<file path="config.mk">
export PLATFORM = sky130hd
export DESIGN_NAME = fp_mul_arbiter_flat
export DESIGN_NICKNAME = d
export VERILOG_FILES = /design/src/rtl/fp_ctrl_pkg.sv /design/src/rtl/fp_mul_arbiter_if.sv /design/src/rtl/fp_multiplier.sv /design/src/rtl/fp_mul_arbiter.sv /design/src/flat_wrapper.sv
export SDC_FILE = /design/constraint.sdc
export NUM_CORES = 2
export LEC_CHECK = 0
export CORE_MARGIN = 5
export CORE_UTILIZATION = 50
export CTS_CLUSTER_SIZE = 24
export DETAILED_ROUTE_END_ITERATION = 12
export PLACE_DENSITY = 0.67
export SLEW_MARGIN = 20
export SYNTH_ARGS = -nofsm -noshare
export SYNTH_HDL_FRONTEND = slang
export SYNTH_SLANG_ARGS = --single-unit
</file>
<file path="constraint.sdc">
create_clock -name clk -period 18.9 [get_ports clk]
set_clock_uncertainty 0.1 [all_clocks]
set_input_delay 3.78 -clock clk [delete_from_list [all_inputs] [get_ports clk]]
set_output_delay 3.78 -clock clk [all_outputs]
set_load 0.005 [all_outputs]
</file>
<file path="src/rtl/fp_ctrl_pkg.sv">
// Shared types and constants for the FP multiply arbiter slice.
// State encoding, requester IDs, widths, rounding modes, helpers.
package fp_ctrl_pkg;

  localparam int FP_WIDTH = 32;
  localparam int RM_WIDTH = 2;

  localparam logic [RM_WIDTH-1:0] RM_RNE = 2'b00;
  localparam logic [RM_WIDTH-1:0] RM_RTZ = 2'b01;
  localparam logic [RM_WIDTH-1:0] RM_RUP = 2'b10;
  localparam logic [RM_WIDTH-1:0] RM_RDN = 2'b11;

  typedef enum logic [1:0] {
    IDLE = 2'd0,
    BUSY = 2'd1,
    RESP = 2'd2
  } state_t;

  typedef enum logic {
    REQ_A = 1'b0,
    REQ_B = 1'b1
  } req_id_t;

  typedef struct packed {
    logic [FP_WIDTH-1:0] num1;
    logic [FP_WIDTH-1:0] num2;
    logic [RM_WIDTH-1:0] rm;
  } fp_op_t;

  function automatic logic [5:0] lzc48(input logic [47:0] v);
    logic [5:0] n;
    n = 6'd48;
    for (int i = 0; i < 48; i++)
      if (v[i]) n = 6'(47 - i);
    return n;
  endfunction

endpackage

</file>
<file path="src/rtl/fp_mul_arbiter_if.sv">
// One requester port of the arbiter: request and response handshakes.
// master = requester side, slave = arbiter side.
interface fp_mul_arbiter_if;
  import fp_ctrl_pkg::*;

  logic                req_valid;
  logic                req_ready;
  logic [FP_WIDTH-1:0] num1;
  logic [FP_WIDTH-1:0] num2;
  logic [RM_WIDTH-1:0] rounding_mode;
  logic                resp_valid;
  logic                resp_ready;
  logic [FP_WIDTH-1:0] result;

  modport master (
    output req_valid, num1, num2,
    output rounding_mode, resp_ready,
    input  req_ready, resp_valid, result
  );

  modport slave (
    input  req_valid, num1, num2,
    input  rounding_mode, resp_ready,
    output req_ready, resp_valid, result
  );

endinterface

</file>
<file path="src/rtl/fp_multiplier.sv">
// Combinational IEEE754 single-precision multiplier, four rounding modes.
// Handles NaN, inf, zero, subnormal inputs and outputs.
module fp_multiplier
  import fp_ctrl_pkg::*;
(
  input  logic [FP_WIDTH-1:0] num1,
  input  logic [FP_WIDTH-1:0] num2,
  input  logic [RM_WIDTH-1:0] rounding_mode,
  output logic [FP_WIDTH-1:0] result
);

  logic        s;
  logic [7:0]  ea, eb, ea_e, eb_e;
  logic [22:0] fa, fb;
  logic        a_nan, b_nan, a_inf, b_inf;
  logic        a_zero, b_zero;
  logic [23:0] ma, mb;

  assign ea = num1[30:23];
  assign eb = num2[30:23];
  assign fa = num1[22:0];
  assign fb = num2[22:0];
  assign s  = num1[31] ^ num2[31];

  assign a_nan  = (ea == 8'hFF) && (fa != '0);
  assign b_nan  = (eb == 8'hFF) && (fb != '0);
  assign a_inf  = (ea == 8'hFF) && (fa == '0);
  assign b_inf  = (eb == 8'hFF) && (fb == '0);
  assign a_zero = (ea == 8'd0) && (fa == '0);
  assign b_zero = (eb == 8'd0) && (fb == '0);

  assign ea_e = (ea == 8'd0) ? 8'd1 : ea;
  assign eb_e = (eb == 8'd0) ? 8'd1 : eb;
  assign ma   = {ea != 8'd0, fa};
  assign mb   = {eb != 8'd0, fb};

  logic [47:0]        p, pn, pd, mask;
  logic [5:0]         lz;
  logic signed [11:0] e;
  logic [11:0]        sh_w;
  logic [7:0]         sh, ef;
  logic               g, st, st_x, inc;
  logic               ovf, to_inf;
  logic [30:0]        rnd;

  always_comb begin
    p    = ma * mb;
    lz   = lzc48(p);
    pn   = p << lz;
    e    = $signed({4'd0, ea_e})
         + $signed({4'd0, eb_e})
         - 12'sd126
         - $signed({6'd0, lz});
    sh_w = '0;
    sh   = '0;
    mask = '0;
    st_x = 1'b0;
    pd   = pn;
    ovf  = (e > 12'sd254);
    // Subnormal result: denormalise, keep shifted-out bits as sticky
    if (e < 12'sd1) begin
      sh_w = 12'(12'sd1 - e);
      sh   = (sh_w > 12'd63) ? 8'd63 : sh_w[7:0];
      mask = (48'd1 << sh) - 48'd1;
      st_x = |(pn & mask);
      pd   = pn >> sh;
    end
    ef = pd[47] ? e[7:0] : 8'd0;
    g  = pd[23];
    st = (|pd[22:0]) | st_x;
    inc = 1'b0;
    to_inf = 1'b1;
    unique case (rounding_mode)
      RM_RNE: begin
        inc    = g & (st | pd[24]);
        to_inf = 1'b1;
      end
      RM_RTZ: begin
        inc    = 1'b0;
        to_inf = 1'b0;
      end
      RM_RUP: begin
        inc    = ~s & (g | st);
        to_inf = ~s;
      end
      RM_RDN: begin
        inc    = s & (g | st);
        to_inf = s;
      end
      default: ;
    endcase
    // Mantissa carry ripples into the exponent field
    rnd = {ef, pd[46:24]} + 31'(inc);
    if (a_nan || b_nan || (a_inf && b_zero) || (b_inf && a_zero))
      result = 32'h7FC0_0000;
    else if (a_inf || b_inf)
      result = {s, 8'hFF, 23'd0};
    else if (a_zero || b_zero)
      result = {s, 31'd0};
    else if (ovf || (rnd[30:23] == 8'hFF))
      result = to_inf ? {s, 8'hFF, 23'd0}
                      : {s, 31'h7F7F_FFFF};
    else
      result = {s, rnd};
  end

endmodule

</file>
<file path="src/rtl/fp_mul_arbiter.sv">
// Two-requester round-robin front end for one shared fp_multiplier.
// IDLE grants and captures operands, BUSY waits, RESP holds result.
module fp_mul_arbiter
  import fp_ctrl_pkg::*;
#(
  parameter int unsigned MUL_LATENCY = 1
) (
  input  logic              clk,
  input  logic              rst_n,
  fp_mul_arbiter_if.slave   a,
  fp_mul_arbiter_if.slave   b,
  output logic              busy
);

  localparam logic [3:0] LAT = 4'(MUL_LATENCY);

  state_t              state;
  req_id_t             ptr, owner;
  logic [3:0]          cnt;
  fp_op_t              op;
  logic [FP_WIDTH-1:0] res, mul_res;
  logic                a_rv, b_rv;
  logic                grant_b, take, own_rdy;

  assign grant_b = b.req_valid
                 & (~a.req_valid | (ptr == REQ_B));

  assign a.req_ready = rst_n & (state == IDLE)
                     & a.req_valid & ~grant_b;
  assign b.req_ready = rst_n & (state == IDLE)
                     & grant_b;
  assign take = a.req_ready | b.req_ready;

  assign own_rdy = (owner == REQ_A) ? a.resp_ready
                                    : b.resp_ready;

  assign a.resp_valid = a_rv;
  assign b.resp_valid = b_rv;
  assign a.result     = res;
  assign b.result     = res;

  fp_multiplier u_mul (
    .num1          (op.num1),
    .num2          (op.num2),
    .rounding_mode (op.rm),
    .result        (mul_res)
  );

  always_ff @(posedge clk) begin
    if (!rst_n) begin
      state <= IDLE;
      ptr   <= REQ_A;
      owner <= REQ_A;
      cnt   <= '0;
      op    <= '0;
      res   <= '0;
      a_rv  <= 1'b0;
      b_rv  <= 1'b0;
      busy  <= 1'b0;
    end else begin
      unique case (state)
        IDLE: begin
          if (take) begin
            op <= grant_b
              ? '{b.num1, b.num2, b.rounding_mode}
              : '{a.num1, a.num2, a.rounding_mode};
            owner <= grant_b ? REQ_B : REQ_A;
            cnt   <= LAT;
            state <= BUSY;
            busy  <= 1'b1;
          end
        end
        BUSY: begin
          cnt <= cnt - 4'd1;
          if (cnt == 4'd1) begin
            res   <= mul_res;
            state <= RESP;
            a_rv  <= (owner == REQ_A);
            b_rv  <= (owner == REQ_B);
          end
        end
        RESP: begin
          // Handshake hands priority to the other requester
          if (own_rdy) begin
            state <= IDLE;
            busy  <= 1'b0;
            a_rv  <= 1'b0;
            b_rv  <= 1'b0;
            ptr   <= (owner == REQ_A) ? REQ_B : REQ_A;
          end
        end
        default: begin
          state <= IDLE;
          busy  <= 1'b0;
          a_rv  <= 1'b0;
          b_rv  <= 1'b0;
        end
      endcase
    end
  end

endmodule

</file>
<file path="src/flat_wrapper.sv">
// flat-port wrapper written by rule: the top's interface ports become plain ports
module fp_mul_arbiter_flat import fp_ctrl_pkg::*;
#(
  parameter int unsigned MUL_LATENCY = 1
)
  (clk, rst_n, busy, a_req_valid, a_num1, a_num2, a_rounding_mode, a_resp_ready, a_req_ready, a_resp_valid, a_result, b_req_valid, b_num1, b_num2, b_rounding_mode, b_resp_ready, b_req_ready, b_resp_valid, b_result);
  fp_mul_arbiter_if a_i ();
  fp_mul_arbiter_if b_i ();
  input  logic clk;
  input  logic rst_n;
  output logic busy;
  input wire logic [$bits(a_i.req_valid)-1:0] a_req_valid;
  input wire logic [$bits(a_i.num1)-1:0] a_num1;
  input wire logic [$bits(a_i.num2)-1:0] a_num2;
  input wire logic [$bits(a_i.rounding_mode)-1:0] a_rounding_mode;
  input wire logic [$bits(a_i.resp_ready)-1:0] a_resp_ready;
  output wire logic [$bits(a_i.req_ready)-1:0] a_req_ready;
  output wire logic [$bits(a_i.resp_valid)-1:0] a_resp_valid;
  output wire logic [$bits(a_i.result)-1:0] a_result;
  input wire logic [$bits(b_i.req_valid)-1:0] b_req_valid;
  input wire logic [$bits(b_i.num1)-1:0] b_num1;
  input wire logic [$bits(b_i.num2)-1:0] b_num2;
  input wire logic [$bits(b_i.rounding_mode)-1:0] b_rounding_mode;
  input wire logic [$bits(b_i.resp_ready)-1:0] b_resp_ready;
  output wire logic [$bits(b_i.req_ready)-1:0] b_req_ready;
  output wire logic [$bits(b_i.resp_valid)-1:0] b_resp_valid;
  output wire logic [$bits(b_i.result)-1:0] b_result;
  assign a_i.req_valid = a_req_valid;
  assign a_i.num1 = a_num1;
  assign a_i.num2 = a_num2;
  assign a_i.rounding_mode = a_rounding_mode;
  assign a_i.resp_ready = a_resp_ready;
  assign a_req_ready = a_i.req_ready;
  assign a_resp_valid = a_i.resp_valid;
  assign a_result = a_i.result;
  assign b_i.req_valid = b_req_valid;
  assign b_i.num1 = b_num1;
  assign b_i.num2 = b_num2;
  assign b_i.rounding_mode = b_rounding_mode;
  assign b_i.resp_ready = b_resp_ready;
  assign b_req_ready = b_i.req_ready;
  assign b_resp_valid = b_i.resp_valid;
  assign b_result = b_i.result;
  fp_mul_arbiter #(.MUL_LATENCY(MUL_LATENCY)) u_core (.clk(clk), .rst_n(rst_n), .a(a_i), .b(b_i), .busy(busy));
endmodule
</file>
==> run summary <==
Status = finished, final reports clean
Worst Tran Pin Value = 1300 ps
Register-to-register setup slack = 760 ps
Achievable Freq = 0.0551 GHz
Synth Area in Simple Gates = 0.243
Die Footprint = 0.0799 mm^2
CP arrival = 18310 ps
First-pass GRT wire length = 225 mm
HPWL after detailed placement = 120 mm
Yosys cell types = 123
Placed cells = 5703
Register bit total from synthesis = 109
Fin crit period = 18140 ps
Largest net degree at the start of global routing = 82
Routability cong. = 1.06
Startpoint types = flop
Non-filler cells, final = 5720
Ys Warns = 0
Post-synthesis adder-cell area fraction = 0.329
Post-synth EDFFs = 0
Port Buf Inserts = 206
Setup crit end = u_core.a.result[12]
Mux cell area share after synthesis = 0.0284
Root Driver = clkbuf_16
DRC viols = 0
Final setup violation count = 0
Utilization after layout = 0.546
Fin Hold WS = 408 ps
Vias in the first global route = 36000
Routed len/inst = 26.3 um
WP data required = 19070 ps
Worst Reg-to-Reg Cells = 60
Mapped Cells = 4706
Setup crit start = u_core.op[29]
Starting Density = 0.502
Main combinational cell family by area after synthesis = adder cells
Total GRT Usage = 0.365
CP dominant cell by count = fa_1
WL final = 150 mm
Net count, final = 5569
Synth Area in Compound Gates = 0.219
Reg2reg start = u_core.op[29]
Vias per Instance = 6.48
Clock-pin slew on the worst setup and hold paths = 110 ps
Worst hold-check path type = reg2reg
GR Overflow Total = 0
Core area = 0.0741 mm^2
DRT Pass-1 Iters = 6
Die Span Y = 283 um
Setup_tns = 0 ps
Seq/Total Area, Yosys = 0.0587
Slew Limit Fails = 0
Synthesized Nets = 5530
Top_reg_cell synth = dfxtp_1
Via count = 37000
Tcrit/Tclk final = 0.960
Type of the worst setup path = reg2reg
CP max FO = 25
Cell depth of the worst setup path = 60
Number of routed nets with antenna violations = 0
Mapped Area = 0.0372 mm^2
Final hold vios = 0
CP peak stage delay = 670 ps
Share of cells above drive strength 1 = 0.0695
Fraction of registers with async set/reset = 0
Clock sinks = 109
MaxCap Viol Count = 0
Mean Syn Cell Area = 7.90 um^2
Worst path buffer plus inverter count = 6
Crit. End Element = flop
Slew HR = 0.134
Clk_lat worst skew = 410 ps
CP max stage cell = or4_1
TritonCTS clock tree = yes
P&R area growth vs syn = 8.85%
Cell Rows = 100
CTS buffer count = 9
1st-iter DRT viols = 4646
Most frequent cells in the layout = 580 x inv_1, 541 x and2_1, 484 x fa_1, 441 x nand2_1, 226 x nor2_1
Synth Area in XOR/XNOR = 0.0221
RR Endpoint = u_core.a.result[12]
IO Pins = 207
Chip Width = 283 um
Max Buffers Root-to-Sink = 2
Clock H-tree levels = 3
Antenna violations before repair = 1
Hold Buf Count CTS = 0
Most common cell after layout, fill and taps aside = inv_1
Family with the most delay on the worst path = simple AND/OR/NAND/NOR gates
## state kept, by name (all words and copies together), names as in the netlist
register / flops
u_core.state: 2
u_core.owner: 1
u_core.a.result: 32
u_core.busy: 1
u_core.ptr: 1
u_core.cnt: 4
u_core.a.resp_valid: 1
u_core.b.resp_valid: 1
u_core.op: 66
## through the flow
stage | cell area [um^2] | setup slack (ps)
2_1_floorplan | 37200 | 2400
4_1_cts | 40400 | 726
5_1_grt | 40500 | -31.0
3_3_place_gp | 40100 | 1140
3_5_place_dp | 40100 | 835
6_report | 40500 | 763
## cell usage after synthesis, drive strengths merged (53+ instances only)
cell type	instances	area share
a211oi	54	0.012
a21oi	190	0.026
a22oi	56	0.012
and2	541	0.091
buf	111	0.019
clkbuf	213	0.022
dfxtp	109	0.059
fa	484	0.26
ha	202	0.068
inv	587	0.059
mux2i	101	0.027
nand2	443	0.045
nand3	105	0.014
nor2	237	0.024
nor3	119	0.018
nor4	70	0.015
o211a	72	0.019
o211ai	73	0.018
o21ai	192	0.026
o22ai	53	0.0091
xnor2	63	0.015
## worst min path at each step
stage                                    from                  end  cells after the start
after floorplan            u_core.a.result[4]   u_core.a.result[4]                      2
after global placement    u_core.a.result[21]  u_core.a.result[21]                      2
after detailed placement  u_core.a.result[21]  u_core.a.result[21]                      2
after CTS                 u_core.a.result[21]  u_core.a.result[21]                      2
after global routing            u_core.op[23]        u_core.op[23]                      1
final                           u_core.op[23]        u_core.op[23]                      1
## kinds of logic (layout without fill, tap and decap cells)
logic type	Yosys count	in the layout
AO/OA/AOI/OAI	1095	1095
XOR/XNOR	93	93
adder cells (fa/ha/maj)	686	686
buffers and inverters	912	956
flip-flops	109	109
multiplexers	105	105
other	0	1
AND/OR/NAND/NOR	1706	1706
## layer usage
metal / track usage / up-vias / wire [um]
li1: - / 16200 / -
met1: 0.500 / 18200 / 60700
met2: 0.574 / 2203 / 67500
met3: 0.0583 / 482 / 13700
met4: 0.164 / 2 / 8370
met5: 0 / - / 16
## timing repair
item                       4_1_cts  5_1_grt
setup buffers                    0        0
resized for setup                0        8
setup endpoints to repair        0       23
## final cells by class
class	count	area, um^2
clock buffer	9	225
timing repair buffer	353	3160
clock inverter	7	101
tap	969	1210
multi-input combinational	3685	31400
inverter	587	2210
antenna	1	2.50
sequential	109	2190
fill	7112	33600
Power is not shown: default switching activity piles up to over one toggle a cycle in this logic, so the estimate is an artifact.
